$ cat config.mk
export PLATFORM = sky130hd
export DESIGN_NAME = seg_scan_driver_flat
export DESIGN_NICKNAME = d
export VERILOG_FILES = /design/src/rtl/seg_scan_driver_if.sv /design/src/rtl/seg_scan_driver.sv /design/src/flat_wrapper.sv
export SDC_FILE = /design/constraint.sdc
export NUM_CORES = 1
export LEC_CHECK = 0
export CAP_MARGIN = 10
export CORE_UTILIZATION = 40
export DETAILED_ROUTE_END_ITERATION = 10
export GPL_TIMING_DRIVEN = 0
export PLACE_DENSITY = 0.66
export REMOVE_ABC_BUFFERS = 1
export SYNTH_ARGS = -nofsm -noshare
export SYNTH_HDL_FRONTEND = slang
export SYNTH_SLANG_ARGS = --single-unit
$ cat constraint.sdc
create_clock -name clk -period 2.1 [get_ports clk]
set_input_delay 0.42 -clock clk [delete_from_list [all_inputs] [get_ports clk]]
set_output_delay 0.42 -clock clk [all_outputs]
set_load 0.01 [all_outputs]
$ cat src/rtl/seg_scan_driver_if.sv
// Display/alarm bundle from the watch core to the display back end.
// master = watch side (drives), slave = seg_scan_driver side (samples).
interface seg_scan_driver_if;
    logic [47:0] seg_data;
    logic [7:0]  mode_led_i;
    logic        alarm_i;

    modport master (output seg_data, output mode_led_i, output alarm_i);
    modport slave  (input  seg_data, input  mode_led_i, input  alarm_i);
endinterface

$ cat src/rtl/seg_scan_driver.sv
// Six-digit common-anode 7-segment scanner with LED mirror and buzzer drive.
// Optional DISP_BUZZER_EN: tone + beep envelope for a passive piezo; otherwise level buzzer output.
module seg_scan_driver #(
    parameter int SCAN_DIV  = 50000,
    parameter int BLANK_CYC = 500,
    parameter int BUZZ_DIV  = 25000,
    parameter int BEEP_DIV  = 12500000
) (
    input  logic               clk,
    input  logic               rst,
    seg_scan_driver_if.slave   disp,
    output logic [7:0]         seg_o,
    output logic [5:0]         dig_o,
    output logic [7:0]         led_o,
    output logic               buzz_o
);

    localparam int CNT_W = $clog2(SCAN_DIV);

    // Elaboration-time parameter legality checks.
    if (SCAN_DIV < 2) begin : g_bad_scan
        $error("SCAN_DIV must be >= 2");
    end
    if (BLANK_CYC < 1 || BLANK_CYC >= SCAN_DIV) begin : g_bad_blank
        $error("BLANK_CYC must satisfy 1 <= BLANK_CYC < SCAN_DIV");
    end
    if (BUZZ_DIV < 1 || BEEP_DIV < 1) begin : g_bad_buzz
        $error("BUZZ_DIV and BEEP_DIV must be >= 1");
    end

    logic [CNT_W-1:0] cnt_p0;
    logic [2:0]       idx_p0;
    logic [47:0]      shadow_p0;
    logic             alarm_q;

    function automatic logic [5:0] digit_sel(input logic [2:0] idx);
        digit_sel = ~(6'b000001 << idx);
    endfunction

    function automatic logic [7:0] digit_seg(input logic [47:0] frame, input logic [2:0] idx);
        digit_seg = ~frame[8*idx +: 8];
    endfunction

    wire cnt_wrap   = (cnt_p0 == CNT_W'(SCAN_DIV - 1));
    wire frame_head = (cnt_p0 == '0) && (idx_p0 == 3'd0);
    wire in_blank   = (cnt_p0 < CNT_W'(BLANK_CYC));

    // Stage p0: slot counter, digit index and per-frame snapshot
    always_ff @(posedge clk) begin
        if (rst) begin
            cnt_p0    <= '0;
            idx_p0    <= 3'd0;
            shadow_p0 <= '0;
        end else begin
            cnt_p0 <= cnt_wrap ? '0 : cnt_p0 + 1'b1;
            if (cnt_wrap) begin
                idx_p0 <= (idx_p0 == 3'd5) ? 3'd0 : idx_p0 + 3'd1;
            end
            if (frame_head) begin
                shadow_p0 <= disp.seg_data;
            end
        end
    end

    // Stage p1: registered pin decode; blank leading part of every slot
    always_ff @(posedge clk) begin
        if (rst) begin
            seg_o <= 8'hFF;
            dig_o <= 6'h3F;
        end else if (in_blank) begin
            seg_o <= 8'hFF;
            dig_o <= 6'h3F;
        end else begin
            seg_o <= digit_seg(shadow_p0, idx_p0);
            dig_o <= digit_sel(idx_p0);
        end
    end

    always_ff @(posedge clk) begin
        if (rst) begin
            led_o   <= 8'h00;
            alarm_q <= 1'b0;
        end else begin
            led_o   <= disp.mode_led_i;
            alarm_q <= disp.alarm_i;
        end
    end

`ifdef DISP_BUZZER_EN
    localparam int BUZZ_W = (BUZZ_DIV > 1) ? $clog2(BUZZ_DIV) : 1;
    localparam int BEEP_W = (BEEP_DIV > 1) ? $clog2(BEEP_DIV) : 1;

    logic [BUZZ_W-1:0] tone_cnt;
    logic [BEEP_W-1:0] env_cnt;
    logic              tone;
    logic              env;

    wire tone_wrap = (tone_cnt == BUZZ_W'(BUZZ_DIV - 1));
    wire env_wrap  = (env_cnt  == BEEP_W'(BEEP_DIV - 1));

    // Generators idle at zero while no alarm, so each alarm starts with the same phase.
    always_ff @(posedge clk) begin
        if (rst || !alarm_q) begin
            tone_cnt <= '0;
            env_cnt  <= '0;
            tone     <= 1'b0;
            env      <= 1'b0;
        end else begin
            tone_cnt <= tone_wrap ? '0 : tone_cnt + 1'b1;
            env_cnt  <= env_wrap  ? '0 : env_cnt + 1'b1;
            if (tone_wrap) tone <= ~tone;
            if (env_wrap)  env  <= ~env;
        end
    end

    always_ff @(posedge clk) begin
        if (rst) buzz_o <= 1'b0;
        else     buzz_o <= tone & env & alarm_q;
    end
`else
    assign buzz_o = alarm_q;
`endif

endmodule

$ cat src/flat_wrapper.sv
// flat-port wrapper written by rule: the top's interface ports become plain ports
module seg_scan_driver_flat 
#(
    parameter int SCAN_DIV  = 50000,
    parameter int BLANK_CYC = 500,
    parameter int BUZZ_DIV  = 25000,
    parameter int BEEP_DIV  = 12500000
)
  (clk, rst, seg_o, dig_o, led_o, buzz_o, disp_seg_data, disp_mode_led_i, disp_alarm_i);
  seg_scan_driver_if disp_i ();
  input  logic clk;
  input  logic rst;
  output logic [7:0] seg_o;
  output logic [5:0] dig_o;
  output logic [7:0] led_o;
  output logic buzz_o;
  input wire logic [$bits(disp_i.seg_data)-1:0] disp_seg_data;
  input wire logic [$bits(disp_i.mode_led_i)-1:0] disp_mode_led_i;
  input wire logic [$bits(disp_i.alarm_i)-1:0] disp_alarm_i;
  assign disp_i.seg_data = disp_seg_data;
  assign disp_i.mode_led_i = disp_mode_led_i;
  assign disp_i.alarm_i = disp_alarm_i;
  seg_scan_driver #(.SCAN_DIV(SCAN_DIV), .BLANK_CYC(BLANK_CYC), .BUZZ_DIV(BUZZ_DIV), .BEEP_DIV(BEEP_DIV)) u_core (.clk(clk), .rst(rst), .disp(disp_i), .seg_o(seg_o), .dig_o(dig_o), .led_o(led_o), .buzz_o(buzz_o));
endmodule
-- After elaboration in Yosys (flattened, before gate mapping)
Cells that the tools add are included.
- add/sub/neg operators: 2
- multiply operators: 0
- divide/modulo/power cells: 0
- order comparisons: 1
- eq/ne operators: 2
- shifts and indexed selects: 2
- multiplexer cells: 1
- bitwise logic cells: 2
- reductions and logical operators: 5
- operator list (cell ; number):
    indexed part select 48 x 7 -> 8 bit ; 1
    adder 16 x 1 -> 16 bit (second input constant) ; 1
    equality test 16 bit (second input constant) ; 1
    zero test 16 bit ; 1
    less-than comparator 16 x 9 -> 1 bit (second input constant) ; 1
    NOT 8 bit ; 1
    NOT 6 bit ; 1
    left shift 1 x 3 -> 6 bit (first input constant) ; 1
    OR reduction 2 bit ; 2
    adder 3 x 1 -> 3 bit (second input constant) ; 1
    equality test 3 bit (second input constant) ; 1
    zero test 3 bit ; 1
    two-way mux 3 bit ; 1
    logical AND 1 bit ; 1
- register bits after elaboration: 90
- latch bits: 0
- RAM bits: 0
- memory bits (read-only): 0
- input bits: 59
- output and inout bits: 23
- logic and storage cells: 22
- memories kept: 0

-- Longest topological paths before layout
- word-level depth: 2
- gate-level depth with buffers: 8
- mapped depth without buffers: 6

-- Worst setup path after synthesis
OpenSTA, ideal clock, no wires.
- kind: register -> register
- from: register u_core.idx_p0[0]
- to: register u_core.idx_p0[2]
- library setup time: 0.070 ns
- data arrival time: 1.792 ns
- required time: 2.030 ns
- path slack: 0.237 ns
- cell stages (with the launch flop): 9
- cells stage by stage: dfxtp_1 > clkbuf_1 > buf_2 > buf_2 > and2_1 > ha_1 > a21oi_1 > nand3_1 > a21oi_1
- longest elaborated chain between the ends: 2
- elaborated cells between the ends (all ways): 3
- ends and longest elaborated chain (item ; RTL line ; RTL):
    start: declaration ; seg_scan_driver.sv:32 ; logic [2:0] idx_p0;
    start signal: assignment ; seg_scan_driver.sv:57 ; idx_p0 <= (idx_p0 == 3'd5) ? 3'd0 : idx_p0 + 3'd1;
    adder 3 x 1 -> 3 bit / equality test 3 bit (equally long branches) ; seg_scan_driver.sv:57 ;
    two-way mux 3 bit * ; seg_scan_driver.sv:57 ;
Every way passes the cells marked *; elsewhere a longest branch is shown, timed or not.
A chain may end at the register's enable or synchronous reset.

-- Final worst setup path
- from: register u_core.idx_p0[0]
- to: register u_core.shadow_p0[24]
- longest elaborated chain between the ends: 2
- ends and longest elaborated chain (item ; RTL line ; RTL):
    zero test 3 bit ; seg_scan_driver.sv:45 ; wire frame_head = (cnt_p0 == '0) && (idx_p0 == 3'd0);
    logical AND 1 bit ; seg_scan_driver.sv:45 ;
    end signal: assignment ; seg_scan_driver.sv:60 ; shadow_p0 <= disp.seg_data;
    end: declaration ; seg_scan_driver.sv:33 ; logic [47:0] shadow_p0;
No other way between the ends.

==> flow_summary.ini <==
[logic_synthesis]
seq_area_frac_synth_pct = 48.14
syn-instance-count = 420
yosys.area.top_type = dfxtp_1
yosysUniqueCellTypes = 33
synth_top_area_share_pct = 48.14
ys.flop_type = dfxtp_1
synth.area.top_cells = dfxtp_1 48%, nand3_1 8.0%, o21ai_0 7.8%
ys_top_cells_by_count = 90 x dfxtp_1, 60 x nand3_1, 58 x o21ai_0
ys_seq_elements = 90
synthArstFlopShare_pct = 0
ys_warn_count = 0
yosysMostFrequentCell = dfxtp_1
synth_edf_count = 0
syn_area_sq_mm = 0.003742
avgSynthCellArea_sq_um = 8.910

[sta]
postLayoutSetupSlackWorst_ns = 0.09882
slew_headroom_pct = 57.38
period_share_pct = 95.29
setup_viol = 0
clock.fmax_ghz = 0.4997
maxSlewViolCount = 0
fin_skew_ns = 0.01199
tightest_slew_ns = 0.6393
hold_viol_final = 0
min_period_ns = 2.001

[drt]
via_count = 3279
vias_per_cell = 5.465
postRouteAntennaNets = 0
wl_per_cell_um = 14.93
dr.pass1.iters = 4
wl_um = 8955
post-route-drc-count = 0
drt_iter0_drc = 168

[global_routing]
globalRouteTotalUtil_pct = 19.14
grt_pass1_wl_um = 14750
overflow = 0
antenna_found_initial = 0
grt_max_degree = 53
first_global_vias = 3041

[power_and_ir_drop]
pwr-share-comb_pct = 13.6
p_leak_nw = 1.696
swShare_pct = 25.67
vdd_ir_drop_max_mv = 0.4618
internal-power_mw = 2.620
clkPwrFrac_pct = 34.0
power_density_mw_per_mm2 = 718.0
switchingPower_mw = 0.9050
pwr-share-seq_pct = 52.4

[worst_hold_path]
hp-class = reg -> reg
hold_depth = 2

[floorplanning]
die_x_um = 98.73
io_pins = 82
die_h_um = 98.73
start_util_pct = 42.09
num_rows = 34
dieArea_sq_mm = 0.009747
coreArea_sq_mm = 0.008891

[place]
hpwl_um = 5540
pre_cts_slack_ns = -0.6041
portBuffers = 81
gp_congestion = 0.8083

[layout]
final_nets = 549
multi_input_comb_area_sq_mm = 0.001790
regArea_sq_mm = 0.001804
syn_to_final_growth_pct = 31.19
drive_gt1_share_pct = 9.553
finish.utilization_pct = 55.22
nFillCells = 784
antenna-diode-count = 0

[cts]
cts_root_buf = clkbuf_8
cts_buffer_depth = 2
clkLatencyLatePin_ns = 0.36
cts.sinks = 90
cts_buffers = 9
cts_tree = yes
htreeDepth = 3
hold_buffers = 0
cts.clk_slew.worst_paths_ns = 0.09

[critical_path]
end_kind = flop
path_max_fanout = 18
worst-r2r-cell-count = 7
cp.required_ns = 2.32
crit_type = reg -> reg
crit_arrival_ns = 2.22
start_kind = flop

[status]
outcome = completed

[run]
maxCapViolCount = 0
[worst max-delay path, cell delays in order, from the launching register on]
cell     delay (ns)
dfxtp_2        0.43
buf_16         0.21
nor4b_4        0.35
nand4_1        0.24
buf_8          0.22
buf_6          0.15
o21ai_0        0.17
a21oi_1        0.09
[final cells by class]
type / instances / area share [%]
sequential: 90 / 36.75
inverter: 6 / 0.4587
tap: 108 / 2.752
clock buffer: 9 / 2.523
timing repair buffer: 91 / 19.50
clock inverter: 7 / 1.555
multi-input combinational: 289 / 36.47
[registers in the layout, indices dropped and copies added, names as in the netlist]
signal / flops
u_core.cnt_p0: 16
u_core.seg_o: 8
u_core.led_o: 8
u_core.idx_p0: 3
u_core.dig_o: 6
u_core.shadow_p0: 48
u_core.buzz_o: 1
[per-layer routing]
| layer | up-vias | part of all wire, % | global-route usage [%] |
|---|---|---|---|
| li1 | 1629 | - | - |
| met3 | 11 | 4.8 | 3.830 |
| met4 | 0 | 1.3 | 5.626 |
| met2 | 100 | 50 | 32.50 |
| met5 | - | 0 | 0 |
| met1 | 1539 | 43 | 24.70 |
[power groups by stage]
stage | Combinational [mW] | Clock, mW | Sequential, mW
after floorplan | 0.218 | 0 | 1.88
after global placement | 0.418 | 0 | 1.88
after detailed placement | 0.442 | 0 | 1.89
after CTS | 0.471 | 1.23 | 1.85
after global routing | 0.525 | 1.30 | 1.86
final | 0.479 | 1.20 | 1.85
[metrics by stage]
stage	cell area [sq um]	std cells	total power [mW]	TNS (ns)	hold WS, ns
floorplan	3558	384	2.096	-16.27	0.4402
global placement	4504	573	2.299	-117.05	0.4557
detailed placement	4583	577	2.328	-25.21	0.4637
CTS	4846	595	3.546	0	0.4774
global route	4910	600	3.685	-0.1494	0.4999
finish	4910	600	3.525	0	0.4760
[logic make-up after synthesis]
| family | after synthesis | share of synthesized area [%] |
|---|---|---|
| AOI/OAI and AO/OA | 113 | 15.65 |
| xor gates and xnor gates | 14 | 3.276 |
| adders and majority gates | 3 | 1.003 |
| buffers and inverters | 42 | 5.516 |
| DFF | 90 | 48.14 |
| muxes | 16 | 6.954 |
| and+or+nand+nor | 142 | 19.46 |
[placed cells by master, fill, tap and decap left out, drive strengths merged, types with 3 or more instances in the layout]
cell            n
clkinv          3
nor2           20
nor4            7
nand2          21
nor3            4
clkdlybuf4s50  80
xnor2          10
mux2i           8
clkbuf          9
dfxtp          90
mux4            8
ha              3
xor2            4
nor2b          11
nand3          60
o21ai          58
nand4           9
inv             7
buf            11
a21oi          52
[worst paths after layout]
path,start,endpoint,slack (ns)
min reg2reg,u_core.shadow_p0[13],u_core.shadow_p0[13],0.48
max,u_core.idx_p0[0],u_core.shadow_p0[24],0.1
min,u_core.shadow_p0[13],u_core.shadow_p0[13],0.48
max reg2reg,u_core.idx_p0[0],u_core.shadow_p0[24],0.1
[repair_timing]
action / in CTS / in global routing
resized for setup: 11 / 1
setup buffers: 1 / 5
pin swaps: 1 / 2
endpoints found under the hold margin: 0 / 0
setup endpoints to repair: 62 / 44
gates cloned: 1 / 0
(Power assumes the default switching activity.)
